$ cat src/rtl/comet_ii_fetch_sequencer.sv
// COMET II fetch front end: owns PR, the fetch handshake and the instruction
// register, and sequences the 3-bit CPU state consumed by the decoder.
module comet_ii_fetch_sequencer #(
  parameter logic [15:0] RESET_PR       = 16'h0000,
  parameter bit          AUTO_START     = 1'b0,
  parameter bit          USE_START_ADDR = 1'b1
) (
  input  logic        clk,
  input  logic        rst_n,
  input  logic        start,
  input  logic [15:0] start_addr,
  input  logic        halt,
  output logic [15:0] mem_addr,
  output logic        mem_rd,
  input  logic [15:0] mem_rdata,
  input  logic        mem_ready,
  input  logic        exec_done,
  input  logic        pr_load,
  input  logic [15:0] pr_load_val,
  output logic [2:0]  state,
  output logic [7:0]  op_code,
  output logic [7:0]  regs,
  output logic [15:0] adr,
  output logic        adr_en,
  output logic [15:0] pr,
  output logic        illegal_op
);

  // Encoding is consumed bit-for-bit by the decoder; do not reorder.
  typedef enum logic [2:0] {
    S_IDLE  = 3'b000,
    S_INIT  = 3'b001,
    S_IFET1 = 3'b010,
    S_IFET2 = 3'b011,
    S_EXEC  = 3'b100,
    S_WBACK = 3'b101
  } state_t;

  state_t cur_st, nxt_st;

  function automatic logic is_two_word(input logic [7:0] op);
    return (op[7:4] == 4'h6) ||
           (!op[2] && (op != 8'h00) && (op != 8'h71) && (op != 8'h81));
  endfunction

  function automatic logic is_legal(input logic [7:0] op);
    logic ok;
    case (op)
      8'h00, 8'h10, 8'h11, 8'h12, 8'h14,
      8'h20, 8'h21, 8'h22, 8'h23, 8'h24, 8'h25, 8'h26, 8'h27,
      8'h30, 8'h31, 8'h32, 8'h34, 8'h35, 8'h36,
      8'h40, 8'h41, 8'h44, 8'h45,
      8'h50, 8'h51, 8'h52, 8'h53,
      8'h61, 8'h62, 8'h63, 8'h64, 8'h65, 8'h66,
      8'h70, 8'h71, 8'h80, 8'h81, 8'hF0: ok = 1'b1;
      default:                           ok = 1'b0;
    endcase
    return ok;
  endfunction

  logic [7:0] fetch_op;
  logic       fetch_tw;
  logic       ifet1_done, ifet2_done, exec_fire;

  assign fetch_op   = mem_rdata[15:8];
  assign fetch_tw   = is_two_word(fetch_op);
  assign ifet1_done = (cur_st == S_IFET1) && mem_ready;
  assign ifet2_done = (cur_st == S_IFET2) && mem_ready;
  assign exec_fire  = (cur_st == S_EXEC) && exec_done;

  always_ff @(posedge clk or negedge rst_n) begin
    if (!rst_n) cur_st <= S_IDLE;
    else        cur_st <= nxt_st;
  end

  always_comb begin
    nxt_st = cur_st;
    case (cur_st)
      S_IDLE:  if (start || AUTO_START) nxt_st = S_INIT;
      S_INIT:  nxt_st = S_IFET1;
      S_IFET1: if (mem_ready) nxt_st = fetch_tw ? S_IFET2 : S_EXEC;
      S_IFET2: if (mem_ready) nxt_st = S_EXEC;
      S_EXEC:  if (exec_done) nxt_st = S_WBACK;
      S_WBACK: nxt_st = halt ? S_IDLE : S_IFET1;
      default: nxt_st = S_IDLE;
    endcase
  end

  // PR: entry load, post-increment on each fetched word (wraps), branch load.
  always_ff @(posedge clk or negedge rst_n) begin
    if (!rst_n) begin
      pr <= RESET_PR;
    end else if (cur_st == S_INIT) begin
      pr <= USE_START_ADDR ? start_addr : RESET_PR;
    end else if (ifet1_done || ifet2_done) begin
      pr <= pr + 16'd1;
    end else if (exec_fire && pr_load) begin
      pr <= pr_load_val;
    end
  end

  // Instruction register holds through EXEC/WBACK until the next first word.
  always_ff @(posedge clk or negedge rst_n) begin
    if (!rst_n) begin
      op_code    <= '0;
      regs       <= '0;
      adr        <= '0;
      adr_en     <= 1'b0;
      illegal_op <= 1'b0;
    end else if (ifet1_done) begin
      op_code    <= fetch_op;
      regs       <= mem_rdata[7:0];
      adr        <= '0;
      adr_en     <= fetch_tw;
      illegal_op <= !is_legal(fetch_op);
    end else if (ifet2_done) begin
      adr <= mem_rdata;
    end
  end

  assign state    = cur_st;
  assign mem_rd   = (cur_st == S_IFET1) || (cur_st == S_IFET2);
  assign mem_addr = pr;

endmodule

$ cat config.mk
export PLATFORM = sky130hd
export DESIGN_NAME = comet_ii_fetch_sequencer
export DESIGN_NICKNAME = d
export VERILOG_FILES = /design/src/rtl/comet_ii_fetch_sequencer.sv
export SDC_FILE = /design/constraint.sdc
export NUM_CORES = 1
export LEC_CHECK = 0
export CORE_AREA = 2 2 88 90
export CTS_CLUSTER_SIZE = 20
export DETAILED_ROUTE_END_ITERATION = 10
export DIE_AREA = 0 0 90 92
export HOLD_SLACK_MARGIN = 0.1
export PLACE_DENSITY = 0.82
export SYNTH_ARGS = -nofsm -noshare
export SYNTH_HDL_FRONTEND = slang
export SYNTH_SLANG_ARGS = --single-unit
export TNS_END_PERCENT = 20
$ cat constraint.sdc
create_clock -name clk -period 2.4 [get_ports clk]
set_clock_uncertainty 0.05 [all_clocks]
set_input_delay 0.72 -clock clk [delete_from_list [all_inputs] [get_ports clk]]
set_output_delay 0.72 -clock clk [all_outputs]
set_load 0.01 [all_outputs]
# After elaboration in Yosys (flattened, before gate mapping)
# Cells that the tools add are included.
# classes
add_sub_neg	1
n_eq_ne	49
muxes	14
n_reduce_logical	19
# ops
operator	count
$eq 8x7->1 const B	16
$eq 8x6->1 const B	14
$mux 16	5
$reduce_or 38->1	1
$eq 8x5->1 const B	4
$eq 8x8->1 const B	3
$pmux 3 s6	1
$add 16x1->16 const B	1
$mux 3	5
$logic_not 8->1	1
$ne 2x2->1 const B	4
$ne 8x7->1 const B	1
$ne 8x8->1 const B	1
$reduce_bool 8->1	1
$logic_and 1x1->1	7
$eq 3x2->1 const B	2
$eq 3x3->1 const B	2
$eq 4x3->1 const B	1
$reduce_and 4->1	1
$eq 3x1->1 const B	1
$logic_not 3->1	1
$logic_or 1x1->1	3
$reduce_bool 3->1	1
$logic_not 1->1	2
other kinds (3)	4
# totals
ff_bits	53

# Longest topological paths before layout
# logic_depth
ltp_word	8
mapped_depth	8
depth_no_buf	6

# Least setup slack after synthesis
# Ideal clock, no wire load.
# synth_timing
path_type	input-to-reg
from	in mem_rdata[8]
to	reg cur_st[1], in the netlist state[1]
arrival_time_ps	1944
required_time_ps	2229
path_slack_ps	285
path_stages	6
path_cell_list	buf_2 > or3_1 > a211o_1 > a211oi_2 > o21ai_1 > a22o_1
# synth_between
elab_chain_len	8
# synth_lines
element	line_no	rtl
from (decl)	15	input logic [15:0] mem_rdata,
$reduce_bool 8->1	43	(!op[2] && (op != 8'h00) && (op != 8'h71) && (op != 8'h81));
$logic_and 1x1->1 (2 in series)	43	
$logic_and 1x1->1 (*)	43	
$logic_or 1x1->1 (*)	42	return (op[7:4] == 4'h6) ||
$mux 3 (*) (2 in series)	81	S_IFET1: if (mem_ready) nxt_st = fetch_tw ? S_IFET2 : S_EXEC;
$pmux 3 s6 (*)	78	case (cur_st)
to (signal assigned)	73	else cur_st <= nxt_st;
to (decl)	39	state_t cur_st, nxt_st;
# Every way passes the cells marked *; elsewhere a longest branch is shown, timed or not. The select of a mux whose other input is x is not followed.
# A chain may end at the register's enable or synchronous reset.

# Worst setup path in the final report
# layout_timing
from	reg cur_st[2], in the netlist state[2]
to	out mem_rd
# layout_between
elab_chain_len	2
# layout_lines
element	line_no	rtl
$eq 3x2->1	122	assign mem_rd = (cur_st == S_IFET1) || (cur_st == S_IFET2);
$logic_or 1x1->1 (*)	122	
to (decl)	14	output logic mem_rd,
# Every way passes the cells marked *; elsewhere a longest branch is shown, timed or not.

==> flow_summary_export.csv <==
group,metric,value,unit
outcome,status,"finished clean",
timing,finalHoldViolations,0,
logic_synthesis,ys_async_sr_fraction,100,%
place,io_buffers,124,
logic_synthesis,synthDominantCellAreaShare,43.7,%
setup_path,r2r-end,"mem_addr[4]",
clocking,cts_buffers,5,
setup_path,critPathMaxStageDelay,590,ps
logic_synthesis,yosysTopAreaCell,"dfrtp_1",
logic_synthesis,syn_nets,422,
global_route,grt_pass1_vias,3017,
timing,min_period,2290,ps
flow_run,cap_violations,0,
detailed_routing,vias,3111,
setup_path,worst_ep_required_time,1630,ps
clocking,cts_setup_buffers,0,
detailed_routing,viasPerCell,5.30,
timing,tightest_slew,565,ps
final_layout,drive_gt1_share,10.3,%
logic_synthesis,yosysSeqAreaShare,43.7,%
logic_synthesis,yosys_warnings,0,
floorplanning,core,7450,µm²
timing,min_period_over_period,95.3,%
clocking,hold_buffers,0,
detailed_routing,wl_per_cell,16.2,µm
logic_synthesis,synth_edf_count,0,
clocking,clk_pin_slew,100,ps
power,ir_worst_vdd,0.525,mV
floorplanning,die_area,8280,µm²
floorplanning,ios,125,
setup_path,end_kind,"output port",
final_layout,area.growth.synth_to_final,49.3,%
timing,max_freq,437,MHz
setup_path,reg2regPathDepth,7,
clocking,cts-root-buf,"clkbuf_8",
logic_synthesis,synth_cells,366,
floorplanning,die_height,92,µm
detailed_routing,drt_iter0_markers,160,
detailed_routing,drc_errors,0,
timing,relSlewSlack,62.3,%
logic_synthesis,synth.avg_cell_area,8.30,µm²
timing,rsz0062_at_grt,"false",
setup_path,crit_chain,"nor2b_1, clkdlybuf4s50_1",
power,leakagePower,2.00,nW
timing,setup_violations,0,
setup_path,crit_path_start,"state[2]",
clocking,cts_tree,"yes",
floorplanning,die_w,90,µm
clocking,post_cts_resized,0,
clocking,ctsHtreeMaxLevel,2,
logic_synthesis,synth_seq_cells,53,
logic_synthesis,synth.area.top_cells,"dfrtp_1 44%, nand2_1 11%, buf_4 4.0%",
logic_synthesis,ys.flop_type,"dfrtp_1",
setup_path,cp_max_fo,6,
setup_path,r2r_slack,480,ps
final_layout,final_core_util,60.9,%
power,power,5.68,mW
setup_path,critPathKind,"register to output port",
setup_path,cp.arrival,1520,ps
setup_path,critPathLaunchType,"register",
global_route,antenna_found_initial,0,
detailed_routing,first_pass_iters,4,
logic_synthesis,synth.cell_area,3040,µm²
detailed_routing,routed_wl,9530,µm
place,dp_hpwl,7060,µm
floorplanning,start_util,40.8,%
detailed_routing,ant_nets,0,
logic_synthesis,ys_types,61,
setup_path,critPathSlowestCell,"clkdlybuf4s50_1",
setup_path,r2r-start,"state[2]",
clocking,clk_latency,310,ps
global_route,grt_pass1_wl,15400,µm
timing,drv_slew,0,
floorplanning,rows,32,
final_layout,diodes,0,
final_layout,nNetsFinal,540,
hold_path,hp-class,"primary input to async pin",
power,power_per_cell_area,1250,nW/µm²
global_route,globalRouteOverflowTotal,0,
global_route,grt_max_degree,33,
global_route,grt_usage,22.7,%
place,gp_routability_congestion,0.882,
clocking,clk_path_buf_depth,2,
clocking,clock_sinks,53,
kinds of logic after synthesis:
group	after synthesis	synth area share, %
muxes	2	0.659
xor gates and xnor gates	1	0.288
AOI/OAI and AO/OA	84	18.3
adders and majority gates	2	0.741
buffers and inverters	49	8.90
DFF	53	43.7
and+or+nand+nor	175	27.4
layer usage:
layer | track usage (%) | part of all wire (%) | vias up
met5 | 0 | 0 | -
met4 | 4.10 | 0.82 | 0
met3 | 5.92 | 7.2 | 7
met2 | 39.8 | 49 | 117
met1 | 28.4 | 43 | 1491
li1 | - | - | 1496
Yosys cell counts (all sizes together) (3+ instances only):
cell type	n
a21oi	15
a221oi	7
a22oi	3
a31oi	4
and3	4
buf	32
clkbuf	12
dfrtp	53
inv	5
nand2	90
nand3	22
nand4	3
nor2	24
nor2b	8
nor3	7
o21ai	25
o22ai	5
worst max-delay path by stage:
stage                 endpoint  slack [ps]  cells after the start
finish                  mem_rd         110                      2
global route            mem_rd          40                      2
CTS                     mem_rd         100                      2
detailed placement  illegal_op        -190                      7
global placement    illegal_op        -150                      7
floorplan             state[1]         290                      6
state kept, by name (all words and copies together), names as in the netlist:
register / flops
adr: 16
state: 3
regs: 8
adr_en: 1
op_code: 8
illegal_op: 1
mem_addr: 16
power breakdown:
group | switching, mW | internal, mW | total, mW | leakage (nW)
combinational | 1.57 | 1.74 | 3.30 | 1.27
clock | 0.299 | 0.341 | 0.639 | 0.0585
sequential | 0.409 | 1.33 | 1.74 | 0.664
worst max-delay path: cells and delay by family, from the launching register on:
family,cells,cell delay [ps]
buf+inv,1,590
flops,1,440
simple gates,1,170
through the flow:
step | hold slack, ps | cell area (µm²) | instances | setup TNS, ps | worst slack (ps)
4_1_cts | 352 | 4540 | 587 | 0 | 95.0
5_1_grt | 376 | 4540 | 587 | 0 | 43.6
3_5_place_dp | 408 | 4420 | 579 | -484 | -191
6_report | 340 | 4540 | 587 | 0 | 112
3_3_place_gp | 402 | 4420 | 579 | -373 | -152
2_1_floorplan | 374 | 3040 | 366 | 0 | 285
cells in the final DEF (no fill, tap or decap), types with 4 or more instances in the layout:
cell type / n
clkbuf_8: 6
a221oi_1: 7
a31oi_1: 4
o22ai_1: 5
nor2_1: 24
buf_4: 28
dfrtp_1: 53
nor2b_1: 7
nand2_1: 89
and3_1: 4
nor3_1: 7
inv_1: 5
clkdlybuf4s50_1: 123
a21oi_1: 15
nand3_1: 21
o21ai_0: 23
final cells by class:
class / count / area [µm²]
fillers: 689 / 2910
repair buffers: 155 / 1510
multi-input cells: 264 / 1440
flip-flops and latches: 53 / 1330
well taps: 102 / 128
clock buffers: 7 / 86.3
clock inverters: 1 / 30.0
inverters: 5 / 18.8
Note: power is estimated with default switching activity, not from simulation.
